`src/rtl/rf_wb_scheduler_if.sv`:
```
// rtl/rf_wb_scheduler_if.sv - issue, write-back request and RF write-port bundle
// The scheduler uses the slave side; decode/ALU/LSU/RF sit on the master side.
interface rf_wb_scheduler_if #(
  parameter int DATA_W = 32,
  parameter int ADDR_W = 5,
  parameter int NREGS  = 32
);
  logic              iss_valid;
  logic [ADDR_W-1:0] iss_rs0;
  logic [ADDR_W-1:0] iss_rs1;
  logic [ADDR_W-1:0] iss_rd;
  logic              iss_rd_we;
  logic              iss_ready;

  logic              alu_valid;
  logic [ADDR_W-1:0] alu_rd;
  logic [DATA_W-1:0] alu_wdata;
  logic              alu_ready;

  logic              lsu_valid;
  logic [ADDR_W-1:0] lsu_rd;
  logic [DATA_W-1:0] lsu_wdata;
  logic              lsu_ready;

  logic [ADDR_W-1:0] rf_waddr;
  logic [DATA_W-1:0] rf_wdata;
  logic              rf_we;
  logic [NREGS-1:0]  pending;
  logic              wb_err;

  modport master (
    output iss_valid, iss_rs0, iss_rs1, iss_rd, iss_rd_we,
    input  iss_ready,
    output alu_valid, alu_rd, alu_wdata,
    input  alu_ready,
    output lsu_valid, lsu_rd, lsu_wdata,
    input  lsu_ready,
    input  rf_waddr, rf_wdata, rf_we, pending, wb_err
  );

  modport slave (
    input  iss_valid, iss_rs0, iss_rs1, iss_rd, iss_rd_we,
    output iss_ready,
    input  alu_valid, alu_rd, alu_wdata,
    output alu_ready,
    input  lsu_valid, lsu_rd, lsu_wdata,
    output lsu_ready,
    output rf_waddr, rf_wdata, rf_we, pending, wb_err
  );
endinterface

```
`src/rtl/rf_wb_scheduler.sv`:
```
// rtl/rf_wb_scheduler.sv - RF write-port arbiter with RAW/WAW hazard scoreboard
// ALU/LSU share one registered write port; pending bits stall decode until commit.
module rf_wb_scheduler #(
  parameter int DATA_W = 32,
  parameter int ADDR_W = 5,
  parameter int NREGS  = 32
) (
  input  logic              clk,
  input  logic              rst_n,
  rf_wb_scheduler_if.slave  wb
);

  logic              prio_alu;
  logic              alu_gnt;
  logic              lsu_gnt;
  logic              gnt;
  logic              contended;
  logic [ADDR_W-1:0] gnt_rd;
  logic [DATA_W-1:0] gnt_wdata;

  logic              iss_fire;
  logic              hazard;
  logic [NREGS-1:0]  pend_q;
  logic [NREGS-1:0]  pend_set;
  logic [NREGS-1:0]  pend_clr;
  logic [NREGS-1:0]  pend_d;

  logic [ADDR_W-1:0] waddr_q;
  logic [DATA_W-1:0] wdata_q;
  logic              we_q;
  logic              err_q;

  // Round-robin: a lone requester always wins; only contention moves priority.
  always_comb begin
    contended = wb.alu_valid & wb.lsu_valid;
    alu_gnt   = wb.alu_valid & (~wb.lsu_valid | prio_alu);
    lsu_gnt   = wb.lsu_valid & ~alu_gnt;
    gnt       = alu_gnt | lsu_gnt;
    gnt_rd    = alu_gnt ? wb.alu_rd    : wb.lsu_rd;
    gnt_wdata = alu_gnt ? wb.alu_wdata : wb.lsu_wdata;
  end

  // No bypass from the committing write: the consumer waits one more cycle.
  always_comb begin
    hazard   = pend_q[wb.iss_rs0] | pend_q[wb.iss_rs1] |
               (wb.iss_rd_we & pend_q[wb.iss_rd]);
    iss_fire = wb.iss_valid & ~hazard;
  end

  always_comb begin
    pend_set = '0;
    pend_clr = '0;
    if (iss_fire && wb.iss_rd_we && (wb.iss_rd != '0)) begin
      pend_set[wb.iss_rd] = 1'b1;
    end
    if (we_q) begin
      pend_clr[waddr_q] = 1'b1;
    end
    // Set is applied after clear so a same-cycle collision leaves the bit set.
    pend_d    = (pend_q & ~pend_clr) | pend_set;
    pend_d[0] = 1'b0;
  end

  always_ff @(posedge clk or negedge rst_n) begin
    if (!rst_n) begin
      pend_q <= '0;
    end else begin
      pend_q <= pend_d;
    end
  end

  always_ff @(posedge clk or negedge rst_n) begin
    if (!rst_n) begin
      prio_alu <= 1'b1;
    end else if (contended) begin
      prio_alu <= ~prio_alu;
    end
  end

  // x0 grants are consumed but never raise we or touch the scoreboard.
  always_ff @(posedge clk or negedge rst_n) begin
    if (!rst_n) begin
      we_q    <= 1'b0;
      waddr_q <= '0;
      wdata_q <= '0;
    end else begin
      we_q <= gnt & (gnt_rd != '0);
      if (gnt) begin
        waddr_q <= gnt_rd;
        wdata_q <= gnt_wdata;
      end
    end
  end

  always_ff @(posedge clk or negedge rst_n) begin
    if (!rst_n) begin
      err_q <= 1'b0;
    end else if (gnt && (gnt_rd != '0) && !pend_q[gnt_rd]) begin
      err_q <= 1'b1;
    end
  end

  assign wb.iss_ready = ~hazard;
  assign wb.alu_ready = alu_gnt;
  assign wb.lsu_ready = lsu_gnt;
  assign wb.rf_we     = we_q;
  assign wb.rf_waddr  = waddr_q;
  assign wb.rf_wdata  = wdata_q;
  assign wb.pending   = pend_q;
  assign wb.wb_err    = err_q;

endmodule
```
`src/flat_wrapper.sv`:
```
// flat-port wrapper written by rule: the top's interface ports become plain ports
module rf_wb_scheduler_flat 
#(
  parameter int DATA_W = 32,
  parameter int ADDR_W = 5,
  parameter int NREGS  = 32
)
  (clk, rst_n, wb_iss_valid, wb_iss_rs0, wb_iss_rs1, wb_iss_rd, wb_iss_rd_we, wb_iss_ready, wb_alu_valid, wb_alu_rd, wb_alu_wdata, wb_alu_ready, wb_lsu_valid, wb_lsu_rd, wb_lsu_wdata, wb_lsu_ready, wb_rf_waddr, wb_rf_wdata, wb_rf_we, wb_pending, wb_wb_err);
  rf_wb_scheduler_if #(.DATA_W(DATA_W), .ADDR_W(ADDR_W), .NREGS(NREGS)) wb_i ();
  input  logic clk;
  input  logic rst_n;
  input wire logic [$bits(wb_i.iss_valid)-1:0] wb_iss_valid;
  input wire logic [$bits(wb_i.iss_rs0)-1:0] wb_iss_rs0;
  input wire logic [$bits(wb_i.iss_rs1)-1:0] wb_iss_rs1;
  input wire logic [$bits(wb_i.iss_rd)-1:0] wb_iss_rd;
  input wire logic [$bits(wb_i.iss_rd_we)-1:0] wb_iss_rd_we;
  output wire logic [$bits(wb_i.iss_ready)-1:0] wb_iss_ready;
  input wire logic [$bits(wb_i.alu_valid)-1:0] wb_alu_valid;
  input wire logic [$bits(wb_i.alu_rd)-1:0] wb_alu_rd;
  input wire logic [$bits(wb_i.alu_wdata)-1:0] wb_alu_wdata;
  output wire logic [$bits(wb_i.alu_ready)-1:0] wb_alu_ready;
  input wire logic [$bits(wb_i.lsu_valid)-1:0] wb_lsu_valid;
  input wire logic [$bits(wb_i.lsu_rd)-1:0] wb_lsu_rd;
  input wire logic [$bits(wb_i.lsu_wdata)-1:0] wb_lsu_wdata;
  output wire logic [$bits(wb_i.lsu_ready)-1:0] wb_lsu_ready;
  output wire logic [$bits(wb_i.rf_waddr)-1:0] wb_rf_waddr;
  output wire logic [$bits(wb_i.rf_wdata)-1:0] wb_rf_wdata;
  output wire logic [$bits(wb_i.rf_we)-1:0] wb_rf_we;
  output wire logic [$bits(wb_i.pending)-1:0] wb_pending;
  output wire logic [$bits(wb_i.wb_err)-1:0] wb_wb_err;
  assign wb_i.iss_valid = wb_iss_valid;
  assign wb_i.iss_rs0 = wb_iss_rs0;
  assign wb_i.iss_rs1 = wb_iss_rs1;
  assign wb_i.iss_rd = wb_iss_rd;
  assign wb_i.iss_rd_we = wb_iss_rd_we;
  assign wb_iss_ready = wb_i.iss_ready;
  assign wb_i.alu_valid = wb_alu_valid;
  assign wb_i.alu_rd = wb_alu_rd;
  assign wb_i.alu_wdata = wb_alu_wdata;
  assign wb_alu_ready = wb_i.alu_ready;
  assign wb_i.lsu_valid = wb_lsu_valid;
  assign wb_i.lsu_rd = wb_lsu_rd;
  assign wb_i.lsu_wdata = wb_lsu_wdata;
  assign wb_lsu_ready = wb_i.lsu_ready;
  assign wb_rf_waddr = wb_i.rf_waddr;
  assign wb_rf_wdata = wb_i.rf_wdata;
  assign wb_rf_we = wb_i.rf_we;
  assign wb_pending = wb_i.pending;
  assign wb_wb_err = wb_i.wb_err;
  rf_wb_scheduler #(.DATA_W(DATA_W), .ADDR_W(ADDR_W), .NREGS(NREGS)) u_core (.clk(clk), .rst_n(rst_n), .wb(wb_i));
endmodule
```
`config.mk`:
```
export PLATFORM = sky130hd
export DESIGN_NAME = rf_wb_scheduler_flat
export DESIGN_NICKNAME = d
export VERILOG_FILES = /design/src/rtl/rf_wb_scheduler_if.sv /design/src/rtl/rf_wb_scheduler.sv /design/src/flat_wrapper.sv
export SDC_FILE = /design/constraint.sdc
export NUM_CORES = 1
export LEC_CHECK = 0
export BUFFER_PORTS_ARGS = -buffer_cell sky130_fd_sc_hd__buf_2
export CORE_UTILIZATION = 40
export DETAILED_ROUTE_END_ITERATION = 12
export GPL_TIMING_DRIVEN = 0
export PLACE_DENSITY = 0.68
export SKIP_LAST_GASP = 1
export SYNTH_ARGS = -nofsm -noshare
export SYNTH_HDL_FRONTEND = slang
export SYNTH_SLANG_ARGS = --single-unit
```
`constraint.sdc`:
```
create_clock -name clk -period 3.4 [get_ports clk]
set_input_delay 0.68 -clock clk [delete_from_list [all_inputs] [get_ports clk]]
set_output_delay 0.68 -clock clk [all_outputs]
set_load 0.005 [all_outputs]
```
**Word level (Yosys, flattened, before mapping)**

Cells that the tools add are included.

- $lt $le $gt $ge: 7
- Mux-type cells: 16
- Bitwise logic cells: 17
- Reductions and logical operators: 9

Operators with widths:

| operator | number |
|---|---|
| $mux W32 | 3 |
| $and A32 B32 Y32 | 1 |
| $not A32 Y32 | 1 |
| $or A32 B32 Y32 | 1 |
| $lt A5 B6 Y1 const B | 5 |
| $bmux W1 S5 | 4 |
| $demux W1 S5 | 2 |
| $ge A5 B1 Y1 const B | 2 |
| $reduce_bool A5 Y1 | 2 |
| $and A1 B1 Y1 | 6 |
| $logic_and A1 B1 Y1 | 6 |
| $mux W1 | 6 |
| $mux W5 | 1 |
| $not A1 Y1 | 4 |
| $or A1 B1 Y1 | 4 |
| $logic_not A1 Y1 | 1 |

- Flip-flop bits (word level): 71
- Logic and storage cells: 55

**Logic depth before layout (Yosys ltp)**

Gate-level depths: netlist of run 1.

- Word-level depth: 10
- Gate-level depth with buffers: 9
- Mapped depth without buffers: 8

**Worst setup path after synthesis of run 1**

No wires, ideal clock.

- Path type: input-to-output
- Start point: in wb_iss_rs1[1]
- End point: out wb_iss_ready
- Arrival: 2.324 ns
- Required time: 2.720 ns
- Setup slack: 0.396 ns
- Stages: 6
- Path through: buf_2 mux4_2 mux2i_1 o22ai_1 or4b_4 a21oi_1

- Cells in the longest elaborated chain, start to end: 5

RTL lines:

| element | line | RTL |
|---|---|---|
| start, declared | flat_wrapper.sv:14 | `input wire logic [$bits(wb_i.iss_rs1)-1:0] wb_iss_rs1;` |
| $bmux W1 S5 | rf_wb_scheduler.sv:45 | `hazard = pend_q[wb.iss_rs0] \| pend_q[wb.iss_rs1] \|` |
| $mux W1 (implied by the code) | rf_wb_scheduler.sv:45 |  |
| $or A1 B1 Y1 (2 in series) | rf_wb_scheduler.sv:45 |  |
| $not A1 Y1 | rf_wb_scheduler.sv:103 | `assign wb.iss_ready = ~hazard;` |
| end, declared | flat_wrapper.sv:17 | `output wire logic [$bits(wb_i.iss_ready)-1:0] wb_iss_ready;` |

Every way passes these cells. The select of a mux whose other input is x is not followed.

**Worst setup path after layout of run 1**

- Start point: in wb_iss_rs0[1]
- End point: out wb_iss_ready

- Cells in the longest elaborated chain, start to end: 5

RTL lines:

| element | line | RTL |
|---|---|---|
| start, declared | flat_wrapper.sv:13 | `input wire logic [$bits(wb_i.iss_rs0)-1:0] wb_iss_rs0;` |
| $bmux W1 S5 | rf_wb_scheduler.sv:45 |  |
| $mux W1 (implied by the code) | rf_wb_scheduler.sv:45 |  |
| $or A1 B1 Y1 (2 in series) | rf_wb_scheduler.sv:45 |  |
| $not A1 Y1 | rf_wb_scheduler.sv:103 |  |

Every way passes these cells. The select of a mux whose other input is x is not followed.

==> results by group, run 1 <==
Logic synthesis
  • Cell variety after synth: 43
  • Mean Syn Cell Area: about 10 sq um
  • FFs w/ async S/R, synth: 1.00
  • Ys Warns: 0
  • Sequential element share of the synthesized area: 0.421
  • Post-synth EDFFs: 0
  • Syn nets: between 500 and 600
  • Synthesized cell area: between 4000 and 5000 sq um
  • Top_reg_cell synth: dfrtp_1
  • Number of synthesized register bits: around 70
  • Cells after synthesis: 430

Critical path
  • CP max FO: 10
  • Crit path DAT: approximately 2.6 ns
  • R2R Setup Slk: around 0.32 ns
  • Setup CP Type: in -> out
  • Reg-to-reg startpoint: u_core.wb.pending[11]
  • Crit. End Element: output port
  • CP required: 2.72 ns
  • R2R depth: 7
  • RR Endpoint: u_core.wb.pending[22]
  • Startpoint types: primary input

Job
  • Max-capacitance violation count: 0

Routing
  • Vias per Instance: approximately 5.7
  • Via count: between 4k and 5k
  • DR pass1 iterations: 5
  • Residual DRC count: 0
  • Iter 0 DRT Violations: about 300
  • Post-DRT Antenna Nets: 0
  • WL per Instance: approximately 19 um
  • Drt total wl: 13800 um

Cells and area
  • Number of diodes: 0
  • Final Instance Area: roughly 5400 sq um
  • Fill count: 990
  • Fin nets: slightly below 700
  • Final std cells w/o fill: 740
  • Core Util, Final: 0.523
  • Share of layout cells above drive strength 1: 0.358
  • Synthesis-to-finish area growth: 27.3%

CTS
  • Clk Latency, worst-skew pair: around 0.36 ns
  • Setup Buffers After CTS: 0
  • H-tree depth: 3
  • CTS clk-pin slew, worst paths: 0.08 ns
  • Clk buf depth: 2
  • Clock root cell: clkbuf_8
  • TritonCTS clock tree: yes
  • Clock sinks: 71
  • CTS buffer count: 9

Die
  • Ports: 169
  • Starting density of the core: 0.411
  • Core Area: 10300 sq um
  • Die Y: about 100 um
  • Die area: 11000 sq um
  • Die X-Extent: ~100 um
  • Rows: 37

Placed design
  • Post-Place Cells: approximately 720
  • Placed Area: between 5000 and 6000 sq um
  • Placer Congestion: 0.900
  • Port bufs: approximately 160
  • Post-DP HPWL: slightly above 10000 um

STA
  • F_max: 0.304 GHz
  • Final Skew: 0.00852 ns
  • Fin crit share: 0.967
  • Worst slew pin tran: slightly below 0.9 ns
  • Final Hold Vio Count: 0
  • Final Max Slew Viols: 0
  • Final Critical Period: roughly 3.3 ns
  • Unrepaired setup endpoints after global routing: false
  • Slew headroom: 0.405
  • Final hold slack: 0.415 ns
  • Setup violators final: 0

Pwr
  • Pwr Total: roughly 0.0036 W
  • Leak pwr: about 2.4 nW
  • Max VDD drop: between 0.2 and 0.3 mV
  • Power per cell area: roughly 660 nW/um^2

Global route
  • Vias in the first global route: 4308
  • Total gr overflow: 0
  • Total GRT Usage: 0.260
  • First-pass GRT wire length: between 20000 and 25000 um
  • Largest net degree at the start of global routing: 72
  • Initial antenna violation count: 0

Outcome
  • Status: finished clean

Hold path
  • HP Class: in -> async
[how the worst max path moves through the flow]
stage	endpoint	slack (ns)	start
after detailed placement	u_core.wb.wb_err	-0.05	wb_lsu_valid
after global routing	wb_lsu_ready	0.02	u_core.prio_alu
after floorplan	wb_iss_ready	0.40	wb_iss_rs1[1]
after global placement	u_core.wb.wb_err	-0.03	wb_lsu_valid
final	wb_iss_ready	0.11	wb_iss_rs0[1]
after CTS	wb_iss_ready	0.10	wb_iss_rs0[1]
[critical path, stage by stage]
cell,delay (ns)
buf_6,0.13
mux4_1,0.56
mux2i_1,0.20
mux4_1,0.27
or4b_4,0.50
a21oi_1,0.13
buf_2,0.13
[timing repair]
action                                  in CTS  in global routing
endpoints found under the setup margin       0                  1
hold buffers                                 0                  0
gates resized for setup                      0                  2
[metal layers]
metal,part of all wire,routed length (um),vias to the layer above,track usage
li1,-,-,1945,-
met1,0.40,5460,2016,0.329
met2,0.48,6680,256,0.436
met3,0.10,1380,24,0.0549
met4,0.021,297,0,0.103
met5,0,0,-,0
[stage by stage]
step           setup WS, ns  TNS (ns)
3_3_place_gp        -0.0326   -0.0326
3_5_place_dp        -0.0528   -0.0528
4_1_cts               0.104         0
6_report              0.111         0
2_1_floorplan         0.396         0
5_1_grt              0.0199         0
[cell type report]
cell class	instances	area [sq um]	share of cell area
Inverter	8	30.0	0.00558
Timing Repair Buffer	158	793	0.148
Clock inverter	5	38.8	0.00721
Buffer	29	139	0.0258
Tap cell	136	170	0.0316
Clock buffer	11	151	0.0282
Sequential cell	71	1780	0.331
Multi-Input combinational cell	322	2280	0.423
[cell families (layout without fill, tap and decap cells)]
kind of cell / after synthesis / in the layout / share of synthesized area
AO/OA/AOI/OAI: 134 / 134 / 0.181
AND/OR/NAND/NOR: 127 / 127 / 0.149
flip-flops: 71 / 71 / 0.421
multiplexers: 59 / 59 / 0.207
buffers and inverters: 37 / 211 / 0.0397
other: 1 / 1 / 0.000888
XOR/XNOR: 1 / 1 / 0.00207
[synth_stat cells (6+ instances only)]
master | number | area, sq um
a31oi_1 | 6 | 37.5
nand2b_1 | 8 | 50.1
clkbuf_1 | 17 | 63.8
mux2i_1 | 34 | 340
inv_1 | 8 | 30.0
o22ai_1 | 37 | 231
nor2_1 | 67 | 251
nand3b_1 | 9 | 67.6
o21ai_0 | 65 | 325
a21oi_1 | 13 | 65.1
mux4_2 | 17 | 383
nand2_1 | 18 | 67.6
dfrtp_1 | 70 | 1750
[layout by cell type (no fill, tap or decap), types with 6 or more instances in the layout]
cell        n
inv_1       8
nand3b_1    9
o22ai_1    37
mux2i_1    34
a21oi_1    13
nand2_1    18
nand2b_1    8
dfrtp_1    70
buf_2     162
mux4_2     17
clkbuf_8   11
clkbuf_1   16
nor2_1     67
o21ai_0    65
a31oi_1     6
[power breakdown]
| group | leakage, nW | switching (W) | internal (W) | total (W) |
|---|---|---|---|---|
| registers | 0.824 | 0.000414 | 0.00111 | 0.00153 |
| logic | 1.52 | 0.000653 | 0.000723 | 0.00138 |
| clock network | 0.0963 | 0.000351 | 0.000310 | 0.000660 |
| total | 2.44 | 0.00142 | 0.00215 | 0.00356 |
[sequential cells by signal, summed over array words and instances (netlist names)]
register and count:
u_core.prio_alu 1, u_core.wb.pending 31, u_core.wb.rf_waddr 5, u_core.wb.rf_wdata 32
u_core.wb.rf_we 1, u_core.wb.wb_err 1
Note: power is estimated with default switching activity, not from simulation.
==> inputs of run 2 (changes only) <==
--- a/config.mk
+++ b/config.mk
@@ -6,6 +6,7 @@
 export NUM_CORES = 1
 export LEC_CHECK = 0
 export BUFFER_PORTS_ARGS = -buffer_cell sky130_fd_sc_hd__buf_2
+export CORE_ASPECT_RATIO = 1.25
 export CORE_UTILIZATION = 40
 export DETAILED_ROUTE_END_ITERATION = 12
 export GPL_TIMING_DRIVEN = 0
==> results by group, run 2 (synthesis gave the netlist of run 1 again) <==
CTS
  • Clk Latency, worst-skew pair: approximately 0.33 ns
  • Setup Buffers After CTS: 0
  • Hold buffers post-CTS: 0
  • H-tree depth: 3
  • CTS clk-pin slew, worst paths: around 0.06 ns
  • TritonCTS clock tree: yes
  • Clk buf depth: 2
  • CTS buffer count: 9
  • Clock sinks: about 70
  • Clock root cell: clkbuf_16

Critical path
  • Crit path max-delay cell type: mux4_2
  • Startpoint types: primary input
  • Reg-to-reg startpoint: u_core.prio_alu
  • Crit path DAT: around 2.6 ns
  • Top Family by Delay on Critical Path: multiplexers
  • Max stage delay on crit path: ~0.50 ns
  • CP required: ~2.7 ns
  • CP max FO: 6
  • Worst-path cell chain: buf_4 > mux4_2 > mux2i_1 > mux4_1 > or4b_4 > a21oi_1 > buf_2
  • Critical path origin: wb_iss_rs0[0]
  • Bufs and invs on worst path: 2
  • Setup CP Type: in -> out
  • Crit. End Element: output port

Routing
  • DR pass1 iterations: 5
  • Post-DRT Antenna Nets: 0
  • Vias per Instance: 5.83
  • Via count: around 4.3k
  • Iter 0 DRT Violations: roughly 250
  • WL per Instance: roughly 18 um
  • Residual DRC count: 0
  • Drt total wl: around 13000 um

STA
  • Slew headroom: 0.398
  • Setup violators final: 0
  • Final Hold Vio Count: 0
  • Total negative slack: 0 ns
  • Post-route setup slack: 0.159 ns
  • Final Skew: approximately 0.009 ns
  • Fin crit share: 0.953
  • F_max: just over 0.3 GHz
  • Worst slew pin tran: approximately 0.9 ns
  • Final Critical Period: approximately 3.2 ns
  • Final Max Slew Viols: 0
  • Unrepaired setup endpoints after global routing: true

Global route
  • Met1 Usage GRT: 0.292
  • Busiest grt layer: met2
  • Initial antenna violation count: 0
  • Global Route met2 Usage: 0.447
  • Largest net degree at the start of global routing: 72
  • Total gr overflow: 0
  • Vias in the first global route: ~4.2k
  • Total GRT Usage: 0.251
  • First-pass GRT wire length: about 21000 um
  • Global Route met3 Usage: 0.0549

Cells and area
  • Most common cell after layout, fill and taps aside: buf_2
  • Number of diodes: 0
  • Synthesis-to-finish area growth: 30.1%
  • Most frequent cells in the layout: 162 x buf_2, 70 x dfrtp_1, 67 x nor2_1, 65 x o21ai_0, 37 x o22ai_1
  • Max reg flops: 32
  • Fin nets: just under 700
  • Fill count: 939
  • Share of layout cells above drive strength 1: 0.356
  • Core Util, Final: 0.541
  • Final std cells w/o fill: around 730

Pwr
  • Max VDD drop: 0.307 mV
  • Internal power: between 0.002 and 0.0025 W
  • Clk network pwr share: 0.249
  • Switching part of the total: 0.361
  • Power per cell area: roughly 700 nW/um^2
  • Reg power frac: 0.394
  • Logic pwr share: 0.356
  • Switch Pwr: about 0.0014 W
  • Leak pwr: approximately 2.5 nW

Die
  • Die Y: between 100 and 150 um
  • Die area: roughly 11000 sq um
  • Die X-Extent: 93.9 um
  • Starting density of the core: 0.416
  • Rows: a little over 40
  • Ports: 169
  • Core Area: 10200 sq um

Placed design
  • Port bufs: 158
  • Placer Congestion: between 0.8 and 0.9
  • Post-Place Cells: 717
  • Pre-CTS setup slack: -0.0949 ns
  • Post-DP HPWL: 10100 um

Outcome
  • Status: finished clean

Hold path
  • HP Class: in -> async

Job
  • Max-capacitance violation count: 0
==> run 2: changes by cell type in the layout (fill, tap and decap cells not counted) <==
cell	before	now
bufinv_16	0	1
mux2i_1	34	33
clkinv_2	1	0
mux2i_2	0	1
clkinv_4	1	0
inv_6	2	0
clkbuf_8	11	3
clkbuf_16	0	9
clkbuf_1	16	18
==> run 2: timing repair <==
item                                   in CTS  in global routing
endpoints found under the hold margin       0                  0
resized for setup                           0                  3
setup endpoints to repair                   0                  2
==> run 2: per-layer routing <==
metal / wire length (um) / part of all wire
met1: 5200 / 0.39
met2: 6770 / 0.50
met3: 1110 / 0.083
met4: 348 / 0.026
met5: 0 / 0
==> run 2: path summary, 6_finish.rpt <==
check | cells after the start | slack (ns) | to
max | 7 | 0.16 | wb_iss_ready
min | 1 | 0.49 | u_core.wb.rf_wdata[24]
max reg2reg | 9 | 0.33 | u_core.wb.wb_err
min reg2reg | 1 | 0.49 | u_core.wb.wb_err
max in group asynchronous | 1 | 2.33 | u_core.wb.pending[24]
min in group clk | 1 | 0.49 | u_core.wb.wb_err
==> run 2: area by class of cell <==
cell class | count | area [sq um] | share of cell area
sequential | 71 | 1780 | 0.324
timing repair buffer | 158 | 793 | 0.144
tap | 129 | 161 | 0.0294
clock buffer | 14 | 274 | 0.0499
multi-input combinational | 322 | 2280 | 0.415
inverter | 8 | 30.0 | 0.00547
clock inverter | 2 | 37.5 | 0.00683
buffer | 29 | 139 | 0.0253
==> run 2: worst register-to-register path: stages (launching register included) <==
cell and delay [ns]:
dfstp_2 0.51, buf_2 0.17, nand2b_1 0.12, nand2_1 0.22
mux2i_1 0.40, clkbuf_1 0.52, mux4_2 0.44, mux2_2 0.28
a22oi_1 0.19, a221o_1 0.17
==> run 2: stage by stage <==
| step | cell area [sq um] | hold WS (ns) | power [W] |
|---|---|---|---|
| CTS | 5490 | 0.487 | 0.00386 |
| floorplan | 4220 | 0.384 | 0.00221 |
| detailed placement | 5180 | 0.473 | 0.00289 |
| global route | 5490 | 0.525 | 0.00408 |
| global placement | 5170 | 0.464 | 0.00284 |
| finish | 5490 | 0.486 | 0.00386 |
==> run 2: power by group through the flow <==
stage / combinational (W) / sequential [W] / clock [W]
2_1_floorplan: 0.000809 / 0.00140 / 0
3_3_place_gp: 0.00134 / 0.00150 / 0
3_5_place_dp: 0.00137 / 0.00152 / 0
4_1_cts: 0.00137 / 0.00151 / 0.000976
5_1_grt: 0.00152 / 0.00155 / 0.00101
6_report: 0.00138 / 0.00152 / 0.000964
==> inputs of run 3 (changes only) <==
--- a/config.mk
+++ b/config.mk
@@ -7,10 +7,10 @@
 export LEC_CHECK = 0
 export BUFFER_PORTS_ARGS = -buffer_cell sky130_fd_sc_hd__buf_2
 export CORE_ASPECT_RATIO = 1.25
-export CORE_UTILIZATION = 40
+export CORE_UTILIZATION = 45
 export DETAILED_ROUTE_END_ITERATION = 12
 export GPL_TIMING_DRIVEN = 0
-export PLACE_DENSITY = 0.68
+export PLACE_DENSITY = 0.75
 export SKIP_LAST_GASP = 1
 export SYNTH_ARGS = -nofsm -noshare
 export SYNTH_HDL_FRONTEND = slang
==> results by group, run 3 (synthesis gave the netlist of run 1 again) <==
STA
  • Post-route setup slack: between 0.1 and 0.15 ns
  • Total negative slack: 0 ns
  • Final hold slack: between 0.4 and 0.5 ns
  • Setup violators final: 0
  • Worst slew pin tran: ~0.91 ns
  • Fin crit share: 0.966
  • Slew headroom: 0.394
  • Final Skew: 0.00423 ns
  • Final Max Slew Viols: 0
  • F_max: about 0.3 GHz
  • Final Hold Vio Count: 0
  • Final Critical Period: ~3.3 ns
  • Unrepaired setup endpoints after global routing: false

Routing
  • Via count: 4348
  • Post-DRT Antenna Nets: 0
  • DR pass1 iterations: 5
  • Iter 0 DRT Violations: 252
  • WL per Instance: around 19 um
  • Residual DRC count: 0
  • Drt total wl: 13600 um
  • Vias per Instance: roughly 6

CTS
  • Post-CTS sizing: 0
  • CTS buffer count: 9
  • Clock sinks: between 70 and 80
  • Hold buffers post-CTS: 0
  • Setup Buffers After CTS: 0
  • TritonCTS clock tree: yes
  • Clock root cell: clkbuf_16
  • CTS clk-pin slew, worst paths: 0.06 ns
  • Clk buf depth: 2
  • Clk Latency, worst-skew pair: 0.33 ns
  • H-tree depth: 3

Placed design
  • Placed Area: between 5000 and 6000 sq um
  • Port bufs: ~160
  • Post-Place Cells: 711
  • Placer Congestion: ~0.9
  • Pre-CTS setup slack: -0.0220 ns
  • Post-DP HPWL: ~10000 um

Critical path
  • CP max FO: 6
  • Startpoint types: primary input
  • RR Endpoint: u_core.wb.wb_err
  • Crit path DAT: between 2 and 3 ns
  • Critical path origin: wb_iss_rs0[0]
  • Reg-to-reg startpoint: u_core.prio_alu
  • R2R Setup Slk: approximately 0.33 ns
  • Crit. End Element: output port
  • CP required: 2.72 ns
  • Setup CP Type: in -> out
  • R2R depth: 8

Hold path
  • HP Class: in -> async

Pwr
  • Leak pwr: roughly 2.5 nW
  • Max VDD drop: about 0.27 mV
  • Power per cell area: just over 700 nW/um^2

Job
  • Max-capacitance violation count: 0

Cells and area
  • Max reg flops: 32
  • Most frequent cells in the layout: 162 x buf_2, 70 x dfrtp_1, 67 x nor2_1, 65 x o21ai_0, 37 x o22ai_1
  • Area of the multi-input gates: ~2300 sq um
  • Fill count: slightly above 800
  • Most common cell after layout, fill and taps aside: buf_2
  • Final std cells w/o fill: between 700 and 800
  • Synthesis-to-finish area growth: 29.9%
  • Register Area: roughly 1800 sq um
  • Final Instance Area: 5480 sq um
  • Share of layout cells above drive strength 1: 0.357
  • Number of diodes: 0
  • Fin nets: just under 700

Global route
  • Vias in the first global route: between 4k and 5k
  • Initial antenna violation count: 0
  • First-pass GRT wire length: slightly above 20000 um
  • Largest net degree at the start of global routing: 72
  • Total gr overflow: 0
  • Total GRT Usage: 0.285

Die
  • Die X-Extent: around 89 um
  • Core Area: between 9000 and 10000 sq um
  • Starting density of the core: 0.463
  • Die area: between 9000 and 10000 sq um
  • Rows: 39
  • Die Y: about 110 um
  • Ports: ~170

Outcome
  • Status: finished clean
run 3: worst max-delay path by stage:
stage | endpoint | cells after the start
6_report | wb_iss_ready | 7
2_1_floorplan | wb_iss_ready | 6
4_1_cts | wb_iss_ready | 7
3_5_place_dp | u_core.wb.wb_err | 8
5_1_grt | wb_iss_ready | 7
3_3_place_gp | u_core.wb.wb_err | 8
run 3: per-stage QoR:
stage / util / total power [W]
after floorplan: - / 0.00221
after global placement: 0.566 / 0.00283
after detailed placement: 0.567 / 0.00289
after CTS: 0.601 / 0.00388
after global routing: 0.601 / 0.00411
final: 0.601 / 0.00389
run 3: cell type report:
class,count,area share
flip-flops and latches,71,0.324
repair buffers,158,0.145
inverters,8,0.00548
clock inverters,5,0.0119
plain buffers,28,0.0244
clock buffers,11,0.0461
multi-input cells,322,0.415
well taps,123,0.0281
run 3: routing by layer:
layer  GRT usage  wire [um]  vias up
met3      0.0670       1080       46
met2       0.493       6830      279
li1            -          -     1941
met5           0          0        -
met4       0.136        462        0
met1       0.331       5250     2082
run 3: report_power, final:
part	total (W)	internal (W)	switching (W)
clock	0.000986	0.000614	0.000372
combinational	0.00137	0.000722	0.000649
sequential	0.00154	0.00112	0.000419
run 3: worst max-delay path: stages:
cell	delay (ns)
buf_4	0.15
mux4_2	0.50
mux2i_1	0.22
mux4_1	0.27
or4b_4	0.50
a21oi_1	0.15
buf_2	0.13
